**config.mk**
```make
export PLATFORM = sky130hd
export DESIGN_NAME = noc_packet_injector_flat
export DESIGN_NICKNAME = d
export VERILOG_FILES = /design/src/rtl/noc_packet_injector_if.sv /design/src/rtl/noc_packet_injector.sv /design/src/flat_wrapper.sv
export SDC_FILE = /design/constraint.sdc
export NUM_CORES = 1
export LEC_CHECK = 0
export CORE_UTILIZATION = 30
export CTS_CLUSTER_DIAMETER = 120
export DETAILED_ROUTE_END_ITERATION = 10
export PLACE_DENSITY_LB_ADDON = 0.15
export SLEW_MARGIN = 20
export SYNTH_ARGS = -nofsm -noshare
export SYNTH_HDL_FRONTEND = slang
export SYNTH_SLANG_ARGS = --single-unit
```
**constraint.sdc**
```tcl
create_clock -name clk -period 5.7 [get_ports clk]
set_clock_uncertainty 0.15 [all_clocks]
set_input_delay 0.57 -clock clk [delete_from_list [all_inputs] [get_ports clk]]
set_output_delay 0.57 -clock clk [all_outputs]
set_load 0.05 [all_outputs]
```
**src/rtl/noc_packet_injector_if.sv**
```systemverilog
// Processor-side message channel and router local-port channel.
// master: injector side. slave: processor/router environment side.
interface noc_packet_injector_if #(
  parameter int n = 32
);
  logic         in_valid;
  logic         in_ready;
  logic [1:0]   in_dest_x;
  logic [1:0]   in_dest_y;
  logic [n-5:0] in_payload;
  logic         out_req;
  logic [n-1:0] out_data;
  logic         out_ack;

  modport master (
    input  in_valid,
    input  in_dest_x,
    input  in_dest_y,
    input  in_payload,
    input  out_ack,
    output in_ready,
    output out_req,
    output out_data
  );

  modport slave (
    output in_valid,
    output in_dest_x,
    output in_dest_y,
    output in_payload,
    output out_ack,
    input  in_ready,
    input  out_req,
    input  out_data
  );
endinterface

```
**src/rtl/noc_packet_injector.sv**
```systemverilog
// NoC local-port injector: buffers {dest, payload} messages in a FIFO
// and sends them as packets over a 4-phase req/ack router port.
// Ports: clk, rst_n (async low), bus (message in + router out),
//        busy, err_drop (illegal dest pulse), sent_count (wraps).
module noc_packet_injector #(
  parameter int n          = 32,
  parameter int n_x        = 2,
  parameter int n_y        = 2,
  parameter int FIFO_DEPTH = 4,
  parameter int GAP_CYCLES = 0,
  parameter int CNT_W      = 16
) (
  input  logic             clk,
  input  logic             rst_n,
  noc_packet_injector_if.master bus,
  output logic             busy,
  output logic             err_drop,
  output logic [CNT_W-1:0] sent_count
);

  localparam int AW = $clog2(FIFO_DEPTH);
  localparam int GW =
    (GAP_CYCLES > 1) ? $clog2(GAP_CYCLES) : 1;

  localparam logic [AW:0] DEPTH_C = (AW+1)'(FIFO_DEPTH);
  localparam logic [AW:0] ONE_C   = (AW+1)'(1);
  localparam logic [2:0]  NX_C    = 3'(n_x);
  localparam logic [2:0]  NY_C    = 3'(n_y);
  localparam logic [GW-1:0] GAP_LD =
    GW'(GAP_CYCLES - 1);
  localparam logic [GW-1:0] GONE_C = GW'(1);
  localparam logic [CNT_W-1:0] CONE_C = CNT_W'(1);

  localparam logic [1:0] IDLE = 2'd0;
  localparam logic [1:0] REQ  = 2'd1;
  localparam logic [1:0] REL  = 2'd2;
  localparam logic [1:0] GAP  = 2'd3;

  logic [1:0]    state;
  logic [GW-1:0] gap_cnt;
  logic [AW:0]   count;
  logic [AW-1:0] wr_ptr;
  logic [AW-1:0] rd_ptr;
  logic [n-1:0]  mem [FIFO_DEPTH];

  logic accept;
  logic legal;
  logic push;
  logic pop;

  assign bus.in_ready = (count != DEPTH_C);
  assign accept = bus.in_valid && bus.in_ready;
  assign legal  = ({1'b0, bus.in_dest_x} < NX_C)
               && ({1'b0, bus.in_dest_y} < NY_C);
  assign push   = accept && legal;
  assign pop    = (state == IDLE) && (count != '0);
  assign busy   = (count != '0) || (state != IDLE);

  always_ff @(posedge clk) begin
    if (push)
      mem[wr_ptr] <= {bus.in_dest_x, bus.in_dest_y,
                      bus.in_payload};
  end

  // Pointers wrap naturally since depth is a power of 2.
  always_ff @(posedge clk or negedge rst_n) begin
    if (!rst_n) begin
      count    <= '0;
      wr_ptr   <= '0;
      rd_ptr   <= '0;
      err_drop <= 1'b0;
    end else begin
      err_drop <= accept && !legal;
      if (push) wr_ptr <= wr_ptr + 1'b1;
      if (pop)  rd_ptr <= rd_ptr + 1'b1;
      case ({push, pop})
        2'b10:   count <= count + ONE_C;
        2'b01:   count <= count - ONE_C;
        default: count <= count;
      endcase
    end
  end

  // RELEASE waits for ack low so a new request never
  // overlaps the previous acknowledge.
  always_ff @(posedge clk or negedge rst_n) begin
    if (!rst_n) begin
      state        <= IDLE;
      gap_cnt      <= '0;
      sent_count   <= '0;
      bus.out_req  <= 1'b0;
      bus.out_data <= '0;
    end else begin
      unique case (state)
        IDLE: begin
          if (pop) begin
            bus.out_data <= mem[rd_ptr];
            bus.out_req  <= 1'b1;
            state        <= REQ;
          end
        end
        REQ: begin
          if (bus.out_ack) begin
            bus.out_req <= 1'b0;
            sent_count  <= sent_count + CONE_C;
            state       <= REL;
          end
        end
        REL: begin
          if (!bus.out_ack) begin
            if (GAP_CYCLES > 0) begin
              gap_cnt <= GAP_LD;
              state   <= GAP;
            end else begin
              state <= IDLE;
            end
          end
        end
        GAP: begin
          if (gap_cnt == '0) state <= IDLE;
          else gap_cnt <= gap_cnt - GONE_C;
        end
        default: state <= IDLE;
      endcase
    end
  end

endmodule
```
**src/flat_wrapper.sv**
```systemverilog
// flat-port wrapper written by rule: the top's interface ports become plain ports
module noc_packet_injector_flat 
#(
  parameter int n          = 32,
  parameter int n_x        = 2,
  parameter int n_y        = 2,
  parameter int FIFO_DEPTH = 4,
  parameter int GAP_CYCLES = 0,
  parameter int CNT_W      = 16
)
  (clk, rst_n, busy, err_drop, sent_count, bus_in_valid, bus_in_dest_x, bus_in_dest_y, bus_in_payload, bus_out_ack, bus_in_ready, bus_out_req, bus_out_data);
  noc_packet_injector_if #(.n(n)) bus_i ();
  input  logic clk;
  input  logic rst_n;
  output logic busy;
  output logic err_drop;
  output logic [CNT_W-1:0] sent_count;
  input wire logic [$bits(bus_i.in_valid)-1:0] bus_in_valid;
  input wire logic [$bits(bus_i.in_dest_x)-1:0] bus_in_dest_x;
  input wire logic [$bits(bus_i.in_dest_y)-1:0] bus_in_dest_y;
  input wire logic [$bits(bus_i.in_payload)-1:0] bus_in_payload;
  input wire logic [$bits(bus_i.out_ack)-1:0] bus_out_ack;
  output wire logic [$bits(bus_i.in_ready)-1:0] bus_in_ready;
  output wire logic [$bits(bus_i.out_req)-1:0] bus_out_req;
  output wire logic [$bits(bus_i.out_data)-1:0] bus_out_data;
  assign bus_i.in_valid = bus_in_valid;
  assign bus_i.in_dest_x = bus_in_dest_x;
  assign bus_i.in_dest_y = bus_in_dest_y;
  assign bus_i.in_payload = bus_in_payload;
  assign bus_i.out_ack = bus_out_ack;
  assign bus_in_ready = bus_i.in_ready;
  assign bus_out_req = bus_i.out_req;
  assign bus_out_data = bus_i.out_data;
  noc_packet_injector #(.n(n), .n_x(n_x), .n_y(n_y), .FIFO_DEPTH(FIFO_DEPTH), .GAP_CYCLES(GAP_CYCLES), .CNT_W(CNT_W)) u_core (.clk(clk), .rst_n(rst_n), .bus(bus_i), .busy(busy), .err_drop(err_drop), .sent_count(sent_count));
endmodule
```
After elaboration in Yosys (flattened, before gate mapping)
Memories as Yosys holds them, arrays and structs flattened. A register that Yosys moved wholly into a read port is not among the register bits. Index checks and enable logic that the tools add are counted.

Memory bits (writable): 128. Bits in latches: 0. Output and inout port bits: 52. Input bits: 36. Memories: 1. Logic and storage cells: 56. Bits in registers: 28. ROM bits: 0.

Shift-type cells: 0. Divide/modulo/power cells: 0. Multiplexer cells: 12. Reductions and logical operators: 17. Multiply operators: 0. Add/sub/neg operators: 6. Magnitude comparators: 2. Bitwise operators: 0. Eq/ne operators: 10.

Memories: u_core.mem (depth 4, width 32, read ports 1, clocked after Yosys merged registers in 1, wr ports 1, line noc_packet_injector.sv:44) `logic [n-1:0] mem [FIFO_DEPTH];`.

Operators with widths (number): $add 16x1->16 const B (1); $mux 2 (4); $pmux 2 s4 (1); $eq 2x2->1 const B (3); $ne 2x2->1 const B (3); $pmux 3 s2 (1); $reduce_bool 2->1 (3); $logic_and 1x1->1 (5); $mux 1 (5); $add 2x1->2 const B (2); $eq 2x1->1 const B (2); $lt 2x2->1 const B (2); $reduce_and 2->1 (2); $reduce_and 4->1 (1); $add 3x1->3 const B (1); $ne 3x3->1 const B (1); $reduce_and 3->1 (1); $reduce_bool 3->1 (1); $sub 3x1->3 const B (1); $logic_not 1->1 (2); $logic_not 2->1 (1); $ne 2x1->1 const B (1); $pmux 1 s2 (1); $logic_or 1x1->1 (1); $sub 1x1->1 const B (1).

Depth between registers and ports, before layout
Gate-level depths: netlist (run 1).

Depth after elaboration: 5. Gate-level depth with buffers: 10. Depth with buffers taken out: 10.

Least setup slack after synthesis (run 1)
No wires, ideal clock.

Path type: reg-to-reg. Start: register u_core.count[2]. End: memory u_core.mem[0][0] (enable). Buffers on the path: 0. Stages on the path, launching flop included: 5. Data arrival time: 2127 ps. Path slack: 3031 ps. Period minus slack after synthesis: 2669 ps. Library setup time: 392 ps. Required time: 5158 ps. Cell sequence: dfrtp_1 -> or3b_1 -> nand2_1 -> nor3_2 -> and2_1.

Longest elaborated chain between the ends: 5.

RTL lines: start, declared (line noc_packet_injector.sv:41) `logic [AW:0] count;`; start signal, assigned (line noc_packet_injector.sv:77) `2'b10: count <= count + ONE_C;`; start signal, assigned (line noc_packet_injector.sv:78) `2'b01: count <= count - ONE_C;`; start signal, assigned (line noc_packet_injector.sv:79) `default: count <= count;`; $ne 3x3->1 (line noc_packet_injector.sv:51) `assign bus.in_ready = (count != DEPTH_C);`; named net bus_in_ready (line flat_wrapper.sv:23) `output wire logic [$bits(bus_i.in_ready)-1:0] bus_in_ready;`; $logic_and 1x1->1 (line noc_packet_injector.sv:52) `assign accept = bus.in_valid && bus.in_ready;`; $logic_and 1x1->1 (line noc_packet_injector.sv:55) `assign push = accept && legal;`; $mux 1 (line noc_packet_injector.sv:60) `if (push)`; $mux 1 (implied by the code) (line noc_packet_injector.sv:61) `mem[wr_ptr] <= {bus.in_dest_x, bus.in_dest_y,`; end, declared (line noc_packet_injector.sv:44).

The timed path passes the listed nets, and every way through them passes these cells.

Worst setup path after layout (run 1)
Start: register u_core.count[0]. End: output port bus_in_ready.

Longest elaborated chain between the ends: 1.

RTL lines (line): $ne 3x3->1 (noc_packet_injector.sv:51); end, declared (flat_wrapper.sv:23).

Every way passes these cells.

==> impl_metrics.tcl, run 1 <==
set metrics [dict create \
    status "finished, final reports clean" \
    power_density_mw_per_mm2 536 \
    reg2reg_from "u_core.count[2]" \
    vdd.ir_drop.worst_mv 0.216 \
    dieArea_sq_mm 0.0247 \
    rsz0062_at_grt "false" \
    required_ns 4.98 \
    use_met2 0.192 \
    pwr-share-comb 0.375 \
    ys.warnings.count 0 \
    port_buffers 87 \
    fmax_ghz 0.377 \
    crit_path_end_kind "primary output" \
    post-dp-hpwl_microns 7930 \
    synth_seq_cells 187 \
    switching_share 0.341 \
    p_int_w 0.00317 \
    cts_resized 0 \
    final_cell_count_no_fill 778 \
    netlist.area_leader.share 0.532 \
    period_needed_ns 2.65 \
    nets 489 \
    antenna_cells 0 \
    p_leak_nw 3.22 \
    clkPwrFrac 0.237 \
    clk_pin_slew_ns 0.07 \
    syn_to_final_growth_pct 24.3 \
    drc 0 \
    rows 56 \
    clock-sinks 187 \
    met1_usage 0.142 \
    cp_max_fo 4 \
    fillers 2219 \
    critPathKind "flip-flop to primary output" \
    final_max_slew_viol_count 0 \
    numCtsBuffers 17 \
    switching_power_w 0.00164 \
    power.total_w 0.00481 \
    post-place-ws_ns 2.65 \
    die_x_microns 157 \
    seq_power_share 0.388 \
    routedWlPerCell_microns 16.9 \
    first_pass_iters 4 \
    first_global_vias 3610 \
    antenna_left 0 \
    cts_setup_buffers 0 \
    synth_top_area_cell "edfxtp_1" \
    synth_ff_type "edfxtp_1" \
    met3_usage 0.0314 \
    gr-max-usage-layer "met2" \
    routed_wl_microns 13100 \
    clock_path_buffers 2 \
    setup_ws_ns 3.05 \
    synth.distinct_cells 35 \
    setup_viol 0 \
    async_flop_share 0.316 \
    num_io_pins 88 \
    synth.area.top_cells "edfxtp_1, dfrtp_1, mux4_2" \
    track_usage 0.115 \
    hp-class "input pin to asynchronous set/reset pin" \
    slew-limit-headroom 0.390 \
    antenna_found_initial 0 \
    slowest_delay_ns 0.71 \
    h-tree-depth 4 \
    fin_setup_tns_ns 0 \
    die_height_microns 157 \
    regArea_sq_mm 0.00532 \
    initial_core_util 0.307 \
    clk_latency_ns 0.42 \
    layout_common_cells "edfxtp_1, clkdlybuf4s50_1, dfrtp_1" \
    slowest_stage "clkdlybuf4s50_1" \
    syn_area_sq_mm 0.00722 \
    r2r_cells 4 \
    placed_cell_area_sq_mm 0.00840 \
    final_common_cell "edfxtp_1" \
    tritoncts "done" \
    layout-drive-gt1-share 0.227 \
    hold_buffers 0 \
    reg2reg_slack_ns 3.27 \
    grt_first_pass_wirelength_microns 20400 \
    synth_edf_count 128 \
    crit_path_cell_trace "or3b_1, clkdlybuf4s50_1" \
    drv_cap 0 \
    syn_avg_cell_area_sq_um 20.7 \
    ys_seq_area_frac 0.736 \
    fin_crit_sh 0.466 \
    grt_start_max_net_pins 60 \
    worstReg2RegEnd "u_core.mem[2][20]" \
    crit_arrival_ns 1.93 \
    num_vias 3301 \
    fin_area_sq_mm 0.00898 \
    dr.first_iter.drc_count 179 \
    hold_viol 0 \
    syn_nets 392 \
    gp_routability_congestion 0.688 \
    core-area_sq_mm 0.0235 \
    syn_inst 349 \
    clockRootBuffer "clkbuf_16" \
    tightest_slew_ns 0.915 \
    multi_input_area_sq_mm 0.00177 \
    startpoint_type "flip-flop" \
    place_inst 746 \
    overflow 0 \
    routed_via_density 4.24 \
]
-- kinds of logic after synthesis --
group,Yosys count,share of synthesized area
adder cells (fa/ha/maj),7,0.0132
XOR/XNOR,21,0.0255
flip-flops,187,0.736
AO/OA/AOI/OAI,2,0.00138
AND/OR/NAND/NOR,47,0.0348
buffers and inverters,19,0.0196
multiplexers,66,0.169
-- state kept, by name, indices dropped and copies added (netlist names) --
signal / cells
u_core.state: 2
u_core.mem: 128
u_core.bus.out_data: 32
u_core.bus.out_req: 1
u_core.count: 3
u_core.err_drop: 1
u_core.wr_ptr: 2
u_core.sent_count: 16
u_core.rd_ptr: 2
-- worst max-delay path: cells and delay by family, from the launching register on --
kind,cells,cell delay (ns)
AND/OR/NAND/NOR,1,0.39
buffers and inverters,1,0.71
flip-flops,1,0.41
-- Yosys cell counts, drive strengths merged, types with 2 or more instances --
library cell / number
nand4: 2
nor2: 7
ha: 6
xnor2: 17
edfxtp: 128
nor3: 2
mux4: 32
and2: 6
nand2b: 3
and4: 3
mux2: 33
dfrtp: 59
clkbuf: 2
buf: 9
nand3: 6
xor2: 4
inv: 8
nand2: 14
-- area by class of cell --
class	instances	share of cell area
flip-flops and latches	187	0.593
multi-input cells	143	0.197
repair buffers	89	0.0984
clock buffers	21	0.0561
well taps	319	0.0444
clock inverters	11	0.00822
inverters	8	0.00334
-- worst max-delay path by stage --
| stage | cells past startpoint | to | slack [ns] | startpoint |
|---|---|---|---|---|
| 4_1_cts | 2 | bus_in_ready | 3.02 | u_core.count[0] |
| 2_1_floorplan | 4 | u_core.mem[0][0] | 3.03 | u_core.count[2] |
| 3_5_place_dp | 3 | u_core.mem[1][12] | 2.65 | bus_in_dest_y[1] |
| 6_report | 2 | bus_in_ready | 3.05 | u_core.count[0] |
| 3_3_place_gp | 3 | u_core.mem[0][10] | 2.73 | bus_in_dest_y[1] |
| 5_1_grt | 2 | bus_in_ready | 2.96 | u_core.count[0] |
-- per-stage QoR --
step / hold WS [ns] / utilization
2_1_floorplan: 0.124 / -
3_3_place_gp: 0.311 / 0.357
3_5_place_dp: 0.315 / 0.357
4_1_cts: 0.115 / 0.381
5_1_grt: 0.149 / 0.381
6_report: 0.0889 / 0.381
-- per-layer routing --
metal	part of all wire	up-vias
met4	0.011	0
li1	-	1541
met3	0.034	8
met5	0	-
met2	0.50	64
met1	0.45	1688
-- power by group through the flow --
| stage | Combinational (W) | Sequential [W] | Clock [W] |
|---|---|---|---|
| after detailed placement | 0.00184 | 0.00190 | 0 |
| after floorplan | 0.000957 | 0.00230 | 0 |
| after CTS | 0.00185 | 0.00188 | 0.00117 |
| after global routing | 0.00192 | 0.00190 | 0.00123 |
| after global placement | 0.00182 | 0.00189 | 0 |
| final | 0.00181 | 0.00187 | 0.00114 |
(Power assumes the default switching activity.)
==> run 2, diff against run 1 <==
==> constraint.sdc (replaced) <==
create_clock -name clk -period 2.17 [get_ports clk]
set_clock_uncertainty 0.15 [all_clocks]
set_input_delay 0.217 -clock clk [delete_from_list [all_inputs] [get_ports clk]]
set_output_delay 0.217 -clock clk [all_outputs]
set_load 0.05 [all_outputs]
==> run 2 against run 1 <==
Compared with the run above: critical endpoint is now u_core.count[2]; final cell count rose by 2.4%; the flow now finishes with violations (negative setup slack); sequential power grew to 2.6 times the previous value; non-clock buffer count increased by 19; cell area is 3.1% higher.
==> impl_metrics.tcl, run 2 (synthesis gave the netlist of run 1 again) <==
set metrics [dict create \
    final_max_slew_viol_count 0 \
    num_io_pins 88 \
    status "finished, violations left" \
    cp_max_fo 2 \
    cp.buffers_inverters 2 \
    clkPwrFrac 0.240 \
    path_common_cell "xor2_1" \
    switching_power_w 0.00446 \
    overflow 0 \
    h-tree-depth 4 \
    num_vias 3433 \
    dr_wl_met3_microns 426 \
    port_buffers 87 \
    crit_arrival_ns 2.38 \
    crit_path_end_kind "flip-flop" \
    final_common_cell "edfxtp_1" \
    die_height_microns 157 \
    largest_register "u_core.mem" \
    fin_area_sq_mm 0.00926 \
    antenna_cells 0 \
    post-place-ws_ns -0.0318 \
    hp-class "input pin to asynchronous set/reset pin" \
    rows 56 \
    routed_via_density 4.31 \
    first_global_vias 3628 \
    hold_viol 0 \
    power_density_mw_per_mm2 1410 \
    layout_common_cells "edfxtp_1, clkdlybuf4s50_1, dfrtp_1" \
    switching_share 0.341 \
    startpoint_type "flip-flop" \
    grt_first_pass_wirelength_microns 20900 \
    initial_core_util 0.307 \
    core-area_sq_mm 0.0235 \
    clockRootBuffer "clkbuf_16" \
    required_ns 2.36 \
    grt_start_max_net_pins 39 \
    die_x_microns 157 \
    largest_register_ffs 128 \
    wl_met2_microns 6840 \
    track_usage 0.119 \
    highest_layer "met4" \
    crit_path_cell_trace "or3b_4, nand2_4, nor3_4, inv_1, ha_2, inv_2, fa_2, xor2_1, nor2_1, xor2_1" \
    numCtsBuffers 17 \
    clk_latency_ns 0.42 \
    fin_crit_sh 1.01 \
    drv_cap 0 \
    dieArea_sq_mm 0.0247 \
    clock-sinks 187 \
    nets 508 \
    antenna_left 0 \
    placed_cell_area_sq_mm 0.00865 \
    gp_routability_congestion 0.678 \
    violations "negative setup slack" \
    routed_wl_microns 13700 \
    vdd.ir_drop.worst_mv 0.685 \
    routedWlPerCell_microns 17.2 \
    first_pass_iters 4 \
    p_leak_nw 3.34 \
    met1_length_microns 6310 \
    setup_ws_ns -0.0151 \
    pwr-share-comb 0.389 \
    clock_path_buffers 2 \
    seq_power_share 0.371 \
    post-dp-hpwl_microns 8450 \
    fin_setup_tns_ns -0.0151 \
    drc 0 \
    fmax_ghz 0.458 \
    slowest_delay_ns 0.42 \
    dr.first_iter.drc_count 229 \
    slew-limit-headroom 0.599 \
    fin_util 0.393 \
    p_int_w 0.00859 \
    tightest_slew_ns 0.599 \
    cp_top_family "simple AND/OR/NAND/NOR gates" \
    slowest_stage "or3b_4" \
    tritoncts "done" \
    clk_pin_slew_ns 0.07 \
    layout-drive-gt1-share 0.266 \
    biggestRegsByFlops "u_core.mem: 128 flops, u_core.bus.out_data: 32 flops, u_core.sent_count: 16 flops" \
    critPathKind "flip-flop to flip-flop" \
    rsz0062_at_grt "true" \
    syn_to_final_growth_pct 28.2 \
    period_needed_ns 2.19 \
    antenna_found_initial 0 \
    setup_viol 1 \
]
[run 2: cell count changes in the layout (fill, tap and decap cells not counted), sizes merged]
cell           change
buf               +19
bufinv             +2
clkbuf             -2
clkdlybuf4s50      -2
clkinv             -2
clkinvlp           +1
dlygate4sd2        +1
dlygate4sd3        +1
inv                +1
[run 2: power by group through the flow]
stage          registers [W]  logic [W]  clock network [W]
3_5_place_dp         0.00493    0.00515                  0
5_1_grt              0.00492    0.00539            0.00338
2_1_floorplan        0.00605    0.00254                  0
4_1_cts              0.00486    0.00518            0.00323
3_3_place_gp         0.00492    0.00512                  0
6_report             0.00484    0.00507            0.00313
[run 2: worst paths after layout]
kind                            cells past startpoint  slack, ns                 endpoint                  start
worst max-delay path                               10      -0.02          u_core.count[2]        u_core.count[1]
worst min-delay path                                2       0.12  u_core.bus.out_data[27]                  rst_n
worst max register to register                     10      -0.02          u_core.count[2]        u_core.count[1]
worst min register to register                      1       0.32    u_core.sent_count[15]  u_core.sent_count[15]
min in group clk                                    3       0.25          u_core.err_drop           bus_in_valid
max in group asynchronous                           3       1.19         u_core.rd_ptr[0]                  rst_n
[run 2: repair_timing]
action,in CTS,in global routing
setup endpoints to repair,2,1
hold buffers,1,0
buffers inserted,1,0
pin swaps,3,0
gates cloned,0,0
hold endpoints to repair,59,0
gates resized for setup,1,0
[run 2: metrics by stage]
stage          cells  power, W  hold WS (ns)
4_1_cts          797    0.0133         0.121
3_3_place_gp     763    0.0100        0.0376
5_1_grt          797    0.0137         0.130
3_5_place_dp     763    0.0101        0.0308
2_1_floorplan    349   0.00860        -0.229
6_report         797    0.0130         0.116
[run 2: cell type report]
type                    count  area [sq um]
clock buffers              19           443
flip-flops and latches    187          5320
clock inverters            13           154
multi-input cells         143          1790
well taps                 319           399
inverters                   8          30.0
repair buffers            108          1120
fillers                  2200         14300
[run 2: per-layer routing]
metal,global-route usage,up-vias
met5,0,-
met4,0.0425,0
met3,0.0333,10
met2,0.195,61
met1,0.151,1780
li1,-,1582
==> run 3, diff against run 2 <==
--- a/config.mk
+++ b/config.mk
@@ -5,10 +5,12 @@
 export SDC_FILE = /design/constraint.sdc
 export NUM_CORES = 1
 export LEC_CHECK = 0
+export ABC_AREA = 1
 export CORE_UTILIZATION = 30
 export CTS_CLUSTER_DIAMETER = 120
 export DETAILED_ROUTE_END_ITERATION = 10
 export PLACE_DENSITY_LB_ADDON = 0.15
+export REMOVE_ABC_BUFFERS = 1
 export SLEW_MARGIN = 20
 export SYNTH_ARGS = -nofsm -noshare
 export SYNTH_HDL_FRONTEND = slang
==> run 3 against run 2 <==
Compared with the run above: the flow now finishes without violations; fmax is 4.1% higher; synthesized cell count is 87% higher; non-clock buffer count is 1 higher; sequential power hardly changed; clock power is 2% lower; synthesized area is 3.2% higher; clock-buffer cell count is 2 lower; cell area is 2.8% higher; first-iteration DRC count is 21% lower; core utilization is 0.21 points lower; register-to-register slack better by 0.09 ns; global-route usage is 2.5 points higher.
==> impl_metrics.tcl, run 3 <==
set metrics [dict create \
    status "finished, final reports clean" \
    post-dp-hpwl_microns 10600 \
    overflow 0 \
    routed_via_density 4.53 \
    rsz0062_at_grt "false" \
    clock_path_buffers 2 \
    slew-limit-headroom 0.540 \
    cp.buffers_inverters 1 \
    cp_max_fo 6 \
    tightest_slew_ns 0.691 \
    final_max_slew_viol_count 0 \
    ys.warnings.count 0 \
    hp-class "input pin to asynchronous set/reset pin" \
    netlist.area_leader.share 0.516 \
    die_x_microns 160 \
    syn_to_final_growth_pct 27.7 \
    period_needed_ns 2.10 \
    synth.area.top_cells "edfxtp_1, dfrtp_1, nor2_1" \
    power.total_w 0.0132 \
    nets 795 \
    layout_common_cells "nor2_1, edfxtp_1, clkdlybuf4s50_1" \
    crit_path_end_kind "primary output" \
    clockRootBuffer "clkbuf_16" \
    fmax_ghz 0.476 \
    routed_wl_microns 17300 \
    die_height_microns 160 \
    track_usage 0.144 \
    drc 0 \
    drv_cap 0 \
    clk_pin_slew_ns 0.07 \
    synth_seq_cells 187 \
    slowest_stage "clkdlybuf4s50_1" \
    first_pass_iters 7 \
    crit_path_cell_trace "clkdlybuf4s50_1" \
    syn_avg_cell_area_sq_um 11.5 \
    power_density_mw_per_mm2 1380 \
    rows 57 \
    dieArea_sq_mm 0.0255 \
    post-place-ws_ns -0.0594 \
    clock-sinks 187 \
    tritoncts "done" \
    async_flop_share 0.316 \
    syn_area_sq_mm 0.00745 \
    vdd.ir_drop.worst_mv 0.668 \
    startpoint_type "flip-flop" \
    fin_area_sq_mm 0.00952 \
    slowest_delay_ns 0.85 \
    syn_inst 651 \
    synth_top_area_cell "edfxtp_1" \
    num_io_pins 88 \
    initial_core_util 0.307 \
    hold_viol 0 \
    grt_start_max_net_pins 66 \
    hold_slack_ns 0.103 \
    required_ns 1.80 \
    numCtsBuffers 17 \
    synth.distinct_cells 29 \
    clk_latency_ns 0.43 \
    antenna_left 0 \
    first_global_vias 5182 \
    crit_arrival_ns 1.73 \
    routedWlPerCell_microns 15.8 \
    final_cell_count_no_fill 1090 \
    yosysMostFrequentCell "nor2_1" \
    largest_register "u_core.mem" \
    synth_edf_count 128 \
    largest_register_ffs 128 \
    setup_viol 0 \
    setup_ws_ns 0.0702 \
    ys_seq_area_frac 0.714 \
    biggestRegsByFlops "u_core.mem: 128 flops, u_core.bus.out_data: 32 flops, u_core.sent_count: 16 flops" \
    num_vias 4942 \
    grt_first_pass_wirelength_microns 28200 \
    layout-drive-gt1-share 0.101 \
    critPathKind "flip-flop to primary output" \
    place_inst 1056 \
    placed_cell_area_sq_mm 0.00892 \
    cp_top_family "buffers and inverters" \
    fin_crit_sh 0.968 \
    antenna_found_initial 1 \
    gp_routability_congestion 0.779 \
    port_buffers 87 \
    synth_ff_type "edfxtp_1" \
    core-area_sq_mm 0.0243 \
    ys_top_cells_by_count "nor2_1, edfxtp_1, o21ai_0, dfrtp_1, nand2_1" \
    final_common_cell "nor2_1" \
    p_leak_nw 3.57 \
    h-tree-depth 4 \
    dr.first_iter.drc_count 182 \
]
-- run 3: cell types whose count changed in the layout (fill, tap and decap cells not counted), sizes merged, moves of 13 or more --
| cell | previous run | this run |
|---|---|---|
| o21ai | 1 | 69 |
| xnor2 | 17 | 4 |
| nor2 | 7 | 215 |
| mux4 | 32 | 0 |
| inv | 14 | 40 |
| nand2 | 14 | 45 |
| a21oi | 1 | 36 |
| mux2 | 33 | 0 |
-- run 3: final cells by class --
class	instances	area, sq um
fill	2335	14800
sequential	187	5320
multi-input combinational	405	1920
timing repair buffer	109	1170
clock buffer	17	425
tap	324	405
clock inverter	15	154
inverter	32	120
antenna	1	2.50
-- run 3: worst paths after layout --
path | startpoint | endpoint | slack, ns | cells past startpoint
worst max-delay path | u_core.sent_count[12] | sent_count[12] | 0.07 | 1
worst min-delay path | rst_n | u_core.sent_count[11] | 0.10 | 2
worst max register to register | u_core.count[1] | u_core.count[2] | 0.07 | 9
worst min register to register | u_core.count[1] | u_core.count[1] | 0.35 | 2
max in group asynchronous | rst_n | u_core.bus.out_data[12] | 1.19 | 3
min in group clk | bus_in_valid | u_core.err_drop | 0.22 | 3
-- run 3: logic make-up after synthesis --
| logic type | after synthesis | synth area share |
|---|---|---|
| DFF | 187 | 0.714 |
| AOI/OAI and AO/OA | 106 | 0.0715 |
| xor gates and xnor gates | 11 | 0.0129 |
| adders and majority gates | 7 | 0.0128 |
| buffers and inverters | 59 | 0.0339 |
| and+or+nand+nor | 281 | 0.155 |
-- run 3: what timing repair did --
item / CTS / global route
resized for setup: 0 / 2
hold buffers: 1 / 0
setup endpoints to repair: 0 / 2
hold endpoints to repair: 59 / 0
buffers inserted: 0 / 0
-- run 3: per-stage QoR --
stage	util	setup TNS [ns]
after detailed placement	0.367	-0.0594
after floorplan	-	-136.93
final	0.391	0
after CTS	0.391	0
after global routing	0.391	0
after global placement	0.367	0
-- run 3: metal layers --
metal | routed length, microns | track usage | vias to the layer above | share of wire
met5 | 13 | 0 | - | 0.00075
met4 | 159 | 0.0406 | 2 | 0.0092
met3 | 636 | 0.0351 | 16 | 0.037
met2 | 8630 | 0.249 | 100 | 0.50
met1 | 7830 | 0.179 | 2427 | 0.45
li1 | - | - | 2397 | -
-- run 3: power by group --
group,internal (W),switching [W],leakage [nW]
combinational,0.00172,0.00355,1.43
clock,0.00163,0.00144,0.286
sequential,0.00442,0.000423,1.85
total,0.00777,0.00541,3.57
